File: config.mk
export PLATFORM = sky130hd
export DESIGN_NAME = rca_div_ctrl_flat
export DESIGN_NICKNAME = d
export VERILOG_FILES = /design/src/rtl/rca_div_ctrl_if.sv /design/src/rtl/rca_div_ctrl.sv /design/src/flat_wrapper.sv
export SDC_FILE = /design/constraint.sdc
export NUM_CORES = 1
export LEC_CHECK = 0
export ABC_AREA = 1
export BUFFER_PORTS_ARGS = -buffer_cell sky130_fd_sc_hd__buf_2
export CAP_MARGIN = 25
export CELL_PAD_IN_SITES_DETAIL_PLACEMENT = 1
export CELL_PAD_IN_SITES_GLOBAL_PLACEMENT = 1
export CORE_ASPECT_RATIO = 1.4
export CORE_MARGIN = 4
export CORE_UTILIZATION = 47
export CTS_BUF_LIST = sky130_fd_sc_hd__clkbuf_8
export CTS_CLUSTER_SIZE = 14
export DETAILED_ROUTE_END_ITERATION = 6
export PLACE_DENSITY_LB_ADDON = 0.1
export SLEW_MARGIN = 10
export SYNTH_ARGS = -nofsm -noshare
export SYNTH_HDL_FRONTEND = slang
export SYNTH_HIERARCHICAL = 1
export SYNTH_SLANG_ARGS = --single-unit
File: constraint.sdc
create_clock -name clk -period 16.4 [get_ports clk]
set_clock_uncertainty 0.15 [all_clocks]
set_input_delay 3.28 -clock clk [delete_from_list [all_inputs] [get_ports clk]]
set_output_delay 3.28 -clock clk [all_outputs]
set_load 0.01 [all_outputs]
File: src/rtl/rca_div_ctrl_if.sv
// Start/busy/done handshake bundle between the ALU opcode decoder and the divider.
// The master modport drives the operands and start; the slave modport returns the results.
interface rca_div_ctrl_if;
  logic        start;
  logic [15:0] dividend;
  logic [15:0] divisor;
  logic        busy;
  logic        done;
  logic [15:0] quotient;
  logic [15:0] remainder;
  logic        div_by_zero;

  modport master (
    output start, dividend, divisor,
    input  busy, done, quotient, remainder, div_by_zero
  );

  modport slave (
    input  start, dividend, divisor,
    output busy, done, quotient, remainder, div_by_zero
  );
endinterface

File: src/rtl/rca_div_ctrl.sv
// Unsigned 16-bit restoring divider: one shared ripple-borrow subtractor, 16 cycles per result (1 for divide by zero).
// No queueing: start is only sampled while idle, and requests that arrive while busy are dropped.

module rca_sub (
  input  logic [15:0] in0,
  input  logic [15:0] in1,
  input  logic        bin,
  output logic [15:0] sub,
  output logic        bout
);
  logic [16:0] borrow;

  assign borrow[0] = bin;

  for (genvar i = 0; i < 16; i++) begin : g_fs
    logic diff_ab;
    assign diff_ab       = in0[i] ^ in1[i];
    assign sub[i]        = diff_ab ^ borrow[i];
    assign borrow[i + 1] = (~in0[i] & in1[i]) | (~diff_ab & borrow[i]);
  end

  assign bout = borrow[16];
endmodule

module rca_div_ctrl (
  input  logic           clk,
  input  logic           rst_n,
  rca_div_ctrl_if.slave  bus
);
  typedef enum logic [1:0] {
    IDLE = 2'd0,
    CALC = 2'd1,
    DZ   = 2'd2
  } state_t;

  state_t      state;
  logic [15:0] q_reg;
  logic [15:0] r_reg;
  logic [15:0] d_reg;
  logic [3:0]  cnt;
  logic        busy_reg;
  logic        done_reg;
  logic        dz_reg;
  logic [15:0] quot_reg;
  logic [15:0] rem_reg;

  logic [16:0] shifted;
  logic [15:0] sub_val;
  logic        sub_bout;
  logic        take;
  logic [15:0] r_next;
  logic [15:0] q_next;

  assign shifted = {r_reg, q_reg[15]};

  rca_sub u_sub (
    .in0  (shifted[15:0]),
    .in1  (d_reg),
    .bin  (1'b0),
    .sub  (sub_val),
    .bout (sub_bout)
  );

  // A set bit 16 means the trial value already exceeds any 16-bit divisor; the wrapped difference is exact.
  assign take   = shifted[16] | ~sub_bout;
  assign r_next = take ? sub_val : shifted[15:0];
  assign q_next = {q_reg[14:0], take};

  always_ff @(posedge clk or negedge rst_n) begin
    if (!rst_n) begin
      state    <= IDLE;
      q_reg    <= '0;
      r_reg    <= '0;
      d_reg    <= '0;
      cnt      <= '0;
      busy_reg <= 1'b0;
      done_reg <= 1'b0;
      dz_reg   <= 1'b0;
      quot_reg <= '0;
      rem_reg  <= '0;
    end else begin
      done_reg <= 1'b0;
      case (state)
        IDLE: begin
          if (bus.start) begin
            q_reg    <= bus.dividend;
            r_reg    <= '0;
            d_reg    <= bus.divisor;
            cnt      <= '0;
            busy_reg <= 1'b1;
            state    <= (bus.divisor == 16'd0) ? DZ : CALC;
          end
        end
        CALC: begin
          q_reg <= q_next;
          r_reg <= r_next;
          cnt   <= cnt + 4'd1;
          if (cnt == 4'd15) begin
            quot_reg <= q_next;
            rem_reg  <= r_next;
            dz_reg   <= 1'b0;
            done_reg <= 1'b1;
            busy_reg <= 1'b0;
            state    <= IDLE;
          end
        end
        DZ: begin
          // q_reg still holds the captured dividend here.
          quot_reg <= 16'hFFFF;
          rem_reg  <= q_reg;
          dz_reg   <= 1'b1;
          done_reg <= 1'b1;
          busy_reg <= 1'b0;
          state    <= IDLE;
        end
        default: begin
          busy_reg <= 1'b0;
          state    <= IDLE;
        end
      endcase
    end
  end

  assign bus.busy        = busy_reg;
  assign bus.done        = done_reg;
  assign bus.quotient    = quot_reg;
  assign bus.remainder   = rem_reg;
  assign bus.div_by_zero = dz_reg;
endmodule
File: src/flat_wrapper.sv
// flat-port wrapper written by rule: the top's interface ports become plain ports
module rca_div_ctrl_flat 
  (clk, rst_n, bus_start, bus_dividend, bus_divisor, bus_busy, bus_done, bus_quotient, bus_remainder, bus_div_by_zero);
  rca_div_ctrl_if bus_i ();
  input  logic clk;
  input  logic rst_n;
  input wire logic [$bits(bus_i.start)-1:0] bus_start;
  input wire logic [$bits(bus_i.dividend)-1:0] bus_dividend;
  input wire logic [$bits(bus_i.divisor)-1:0] bus_divisor;
  output wire logic [$bits(bus_i.busy)-1:0] bus_busy;
  output wire logic [$bits(bus_i.done)-1:0] bus_done;
  output wire logic [$bits(bus_i.quotient)-1:0] bus_quotient;
  output wire logic [$bits(bus_i.remainder)-1:0] bus_remainder;
  output wire logic [$bits(bus_i.div_by_zero)-1:0] bus_div_by_zero;
  assign bus_i.start = bus_start;
  assign bus_i.dividend = bus_dividend;
  assign bus_i.divisor = bus_divisor;
  assign bus_busy = bus_i.busy;
  assign bus_done = bus_i.done;
  assign bus_quotient = bus_i.quotient;
  assign bus_remainder = bus_i.remainder;
  assign bus_div_by_zero = bus_i.div_by_zero;
  rca_div_ctrl u_core (.clk(clk), .rst_n(rst_n), .bus(bus_i));
endmodule
==> run_results.csv <==
group,metric,value,unit
global_route,grt_antenna_before_repair,0,
floorplanning,rows,42,
clock_network,cts_setup_buffers,0,
clock_network,cts_made_buffers,9,
sta,rsz0062_at_grt,"false",
setup_path,start_kind,"flop",
floorplanning,coreArea,9410,µm²
global_route,overflow,0,
clock_network,cts-resized-gates,0,
finish,antenna_cells,0,
sta,maxSlewViolCount,0,
finish,fin_area,5200,µm²
finish,syn_to_final_growth,15.1,%
sta,setup_violations,0,
placement,place_area,4930,µm²
yosys,yosys-top-cells-area,"dfrtp_1, nand2_1, fa_1, nand3_1, inv_1",
yosys,yosysTopAreaCell,"dfrtp_1",
floorplanning,die_x,90.9,µm
global_route,grt_usage,23.0,%
floorplanning,die_area,11300,µm²
yosys,synthCells,568,
sta,tns,0,ps
sta,relSlewSlack,36.0,%
placement,gp_congestion,0.813,
setup_path,critical_path.max_fanout,18,
min_path,hold_class,"reg2reg",
yosys,yosysWarnings,6,
pwr,p_total,0.000934,W
run_status,outcome,"complete, no violations",
global_route,grt_pass1_vias,4109,
yosys,synth_nets,623,
clock_network,cts_tree,"built",
sta,finalCritPeriodShare,47.6,%
sta,fmax,128,MHz
sta,hold_violations,0,
setup_path,cp_data_required_time,16560,ps
setup_path,crit_path_end_kind,"flop",
global_route,grt_max_degree,50,
finish,drive_gt1_share,16.6,%
pwr,powerDensity,179,nW/µm²
sta,worst_pin_slew,957,ps
drt,antenna_left,0,
finish,layout.nets,682,
clock_network,cts_sinks,89,
drt,drt_wl_total,12400,µm
floorplanning,io-pin-count,70,
yosys,synth_top_cell_area_share,49.3,%
finish,fin_cells,742,
clock_network,cts.hold.buffers_added,0,
pwr,leakagePower,2.80,nW
yosys,yosysSeqAreaShare,49.3,%
pwr,vdd_drop_max,0.109,mV
run,drv_cap,0,
clock_network,cts_buffer_depth,2,
drt,vias_per_cell,5.25,
yosys,syn_area,4520,µm²
finish,layout_commonest_cell,"nand2_1",
yosys,ys_types,22,
placement,io_buffers,69,
drt,vias,3899,
placement,dp.cells,726,
clock_network,htree_levels,3,
drt,drc,0,
setup_path,worstSetupPathType,"reg2reg",
drt,first_iter_violations,157,
drt,first_pass_iters,4,
sta,final.min_clock_period,7810,ps
yosys,avgSynthCellArea,7.96,µm²
clock_network,cts-root-buf,"clkbuf_8",
floorplanning,dieHeight,124,µm
placement,hpwl,8980,µm
setup_path,crit_arrival,7960,ps
global_route,grt_pass1_wl,20600,µm
clock_network,cts.clk_slew.worst_paths,90,ps
clock_network,clock_latency,370,ps
drt,avgRoutedWirePerCell,16.7,µm
yosys,synth_seq_cells,89,
finish,layout_common_cells,"nand2_1, dfrtp_1, buf_2",
floorplanning,start_util,48.1,%
==> path summary, 6_finish.rpt <==
check,startpoint,endpoint,slack [ps],cells past startpoint
setup / recovery,u_core/d_reg[0],u_core/bus.remainder[12],8590,25
hold / removal,u_core/bus.quotient[14],u_core/bus.quotient[14],320,2
setup reg to reg,u_core/d_reg[0],u_core/bus.remainder[12],8590,25
hold reg to reg,u_core/bus.quotient[14],u_core/bus.quotient[14],320,2
max in group asynchronous,rst_n,u_core/q_reg[15],12290,2
min in group asynchronous,rst_n,u_core/bus.quotient[15],2730,1
==> worst max-delay path, cell delays in order (launching register included) <==
cell	delay, ps
dfrtp_1	380
inv_1	70
fa_1	160
inv_1	50
fa_1	370
fa_1	400
fa_1	380
fa_1	390
fa_1	390
fa_1	390
fa_1	400
fa_1	390
fa_1	400
fa_1	390
fa_1	390
fa_1	410
fa_1	400
fa_1	390
inv_1	100
fa_1	180
inv_1	250
nand2_2	410
nand2_1	130
nand3_1	130
nand3_1	140
nand2_1	80
==> cells in the mapped netlist <==
library cell  count
a21boi_0          1
dfrtp_1          89
ha_1              4
inv_1            45
clkinv_1          1
o21ai_2           1
nand4_1           3
nand2_1         261
fa_1             16
o211ai_1          4
inv_2             2
nand3_1          62
a21o_1            1
clkbuf_1          7
o21ai_0          21
a21oi_1           4
buf_2            18
conb_1            1
nor2_1           14
nand2_2           1
a21oi_2           1
or2_2            11
==> cell type report <==
cell class	count	area, µm²
clock buffer	10	138
clock inverter	6	138
fill	1207	4200
inverter	48	180
multi-input combinational	406	2010
sequential	89	2230
tap	110	138
timing repair buffer	73	378
==> report_power, final <==
| part | leakage (nW) | internal (W) | switching (W) |
|---|---|---|---|
| Sequential | 1.09 | 0.000277 | 0.0000553 |
| Clock | 0.137 | 0.000122 | 0.0000818 |
| Combinational | 1.57 | 0.000134 | 0.000264 |
==> routing by layer <==
metal	global-route usage [%]	up-vias	wire length, µm
met1	28.8	1939	5190
met2	41.7	81	6590
met3	3.08	11	498
met5	0	-	0
li1	-	1868	-
met4	7.08	0	117
==> stage by stage <==
step | hold WS, ps | setup WS [ps] | utilization [%]
floorplan | 299 | 9340 | -
global placement | 298 | 8800 | 52.3
detailed placement | 306 | 8650 | 52.4
CTS | 328 | 8570 | 55.3
global route | 359 | 8190 | 55.3
finish | 323 | 8590 | 55.3
==> cells by family after synthesis <==
| logic type | share of synthesized area [%] |
|---|---|
| AOI/OAI and AO/OA | 4.15 |
| other | 0.0829 |
| adders and majority gates | 8.19 |
| and+or+nand+nor | 31.8 |
| DFF | 49.3 |
| buffers and inverters | 6.56 |
(Power assumes the default switching activity.)
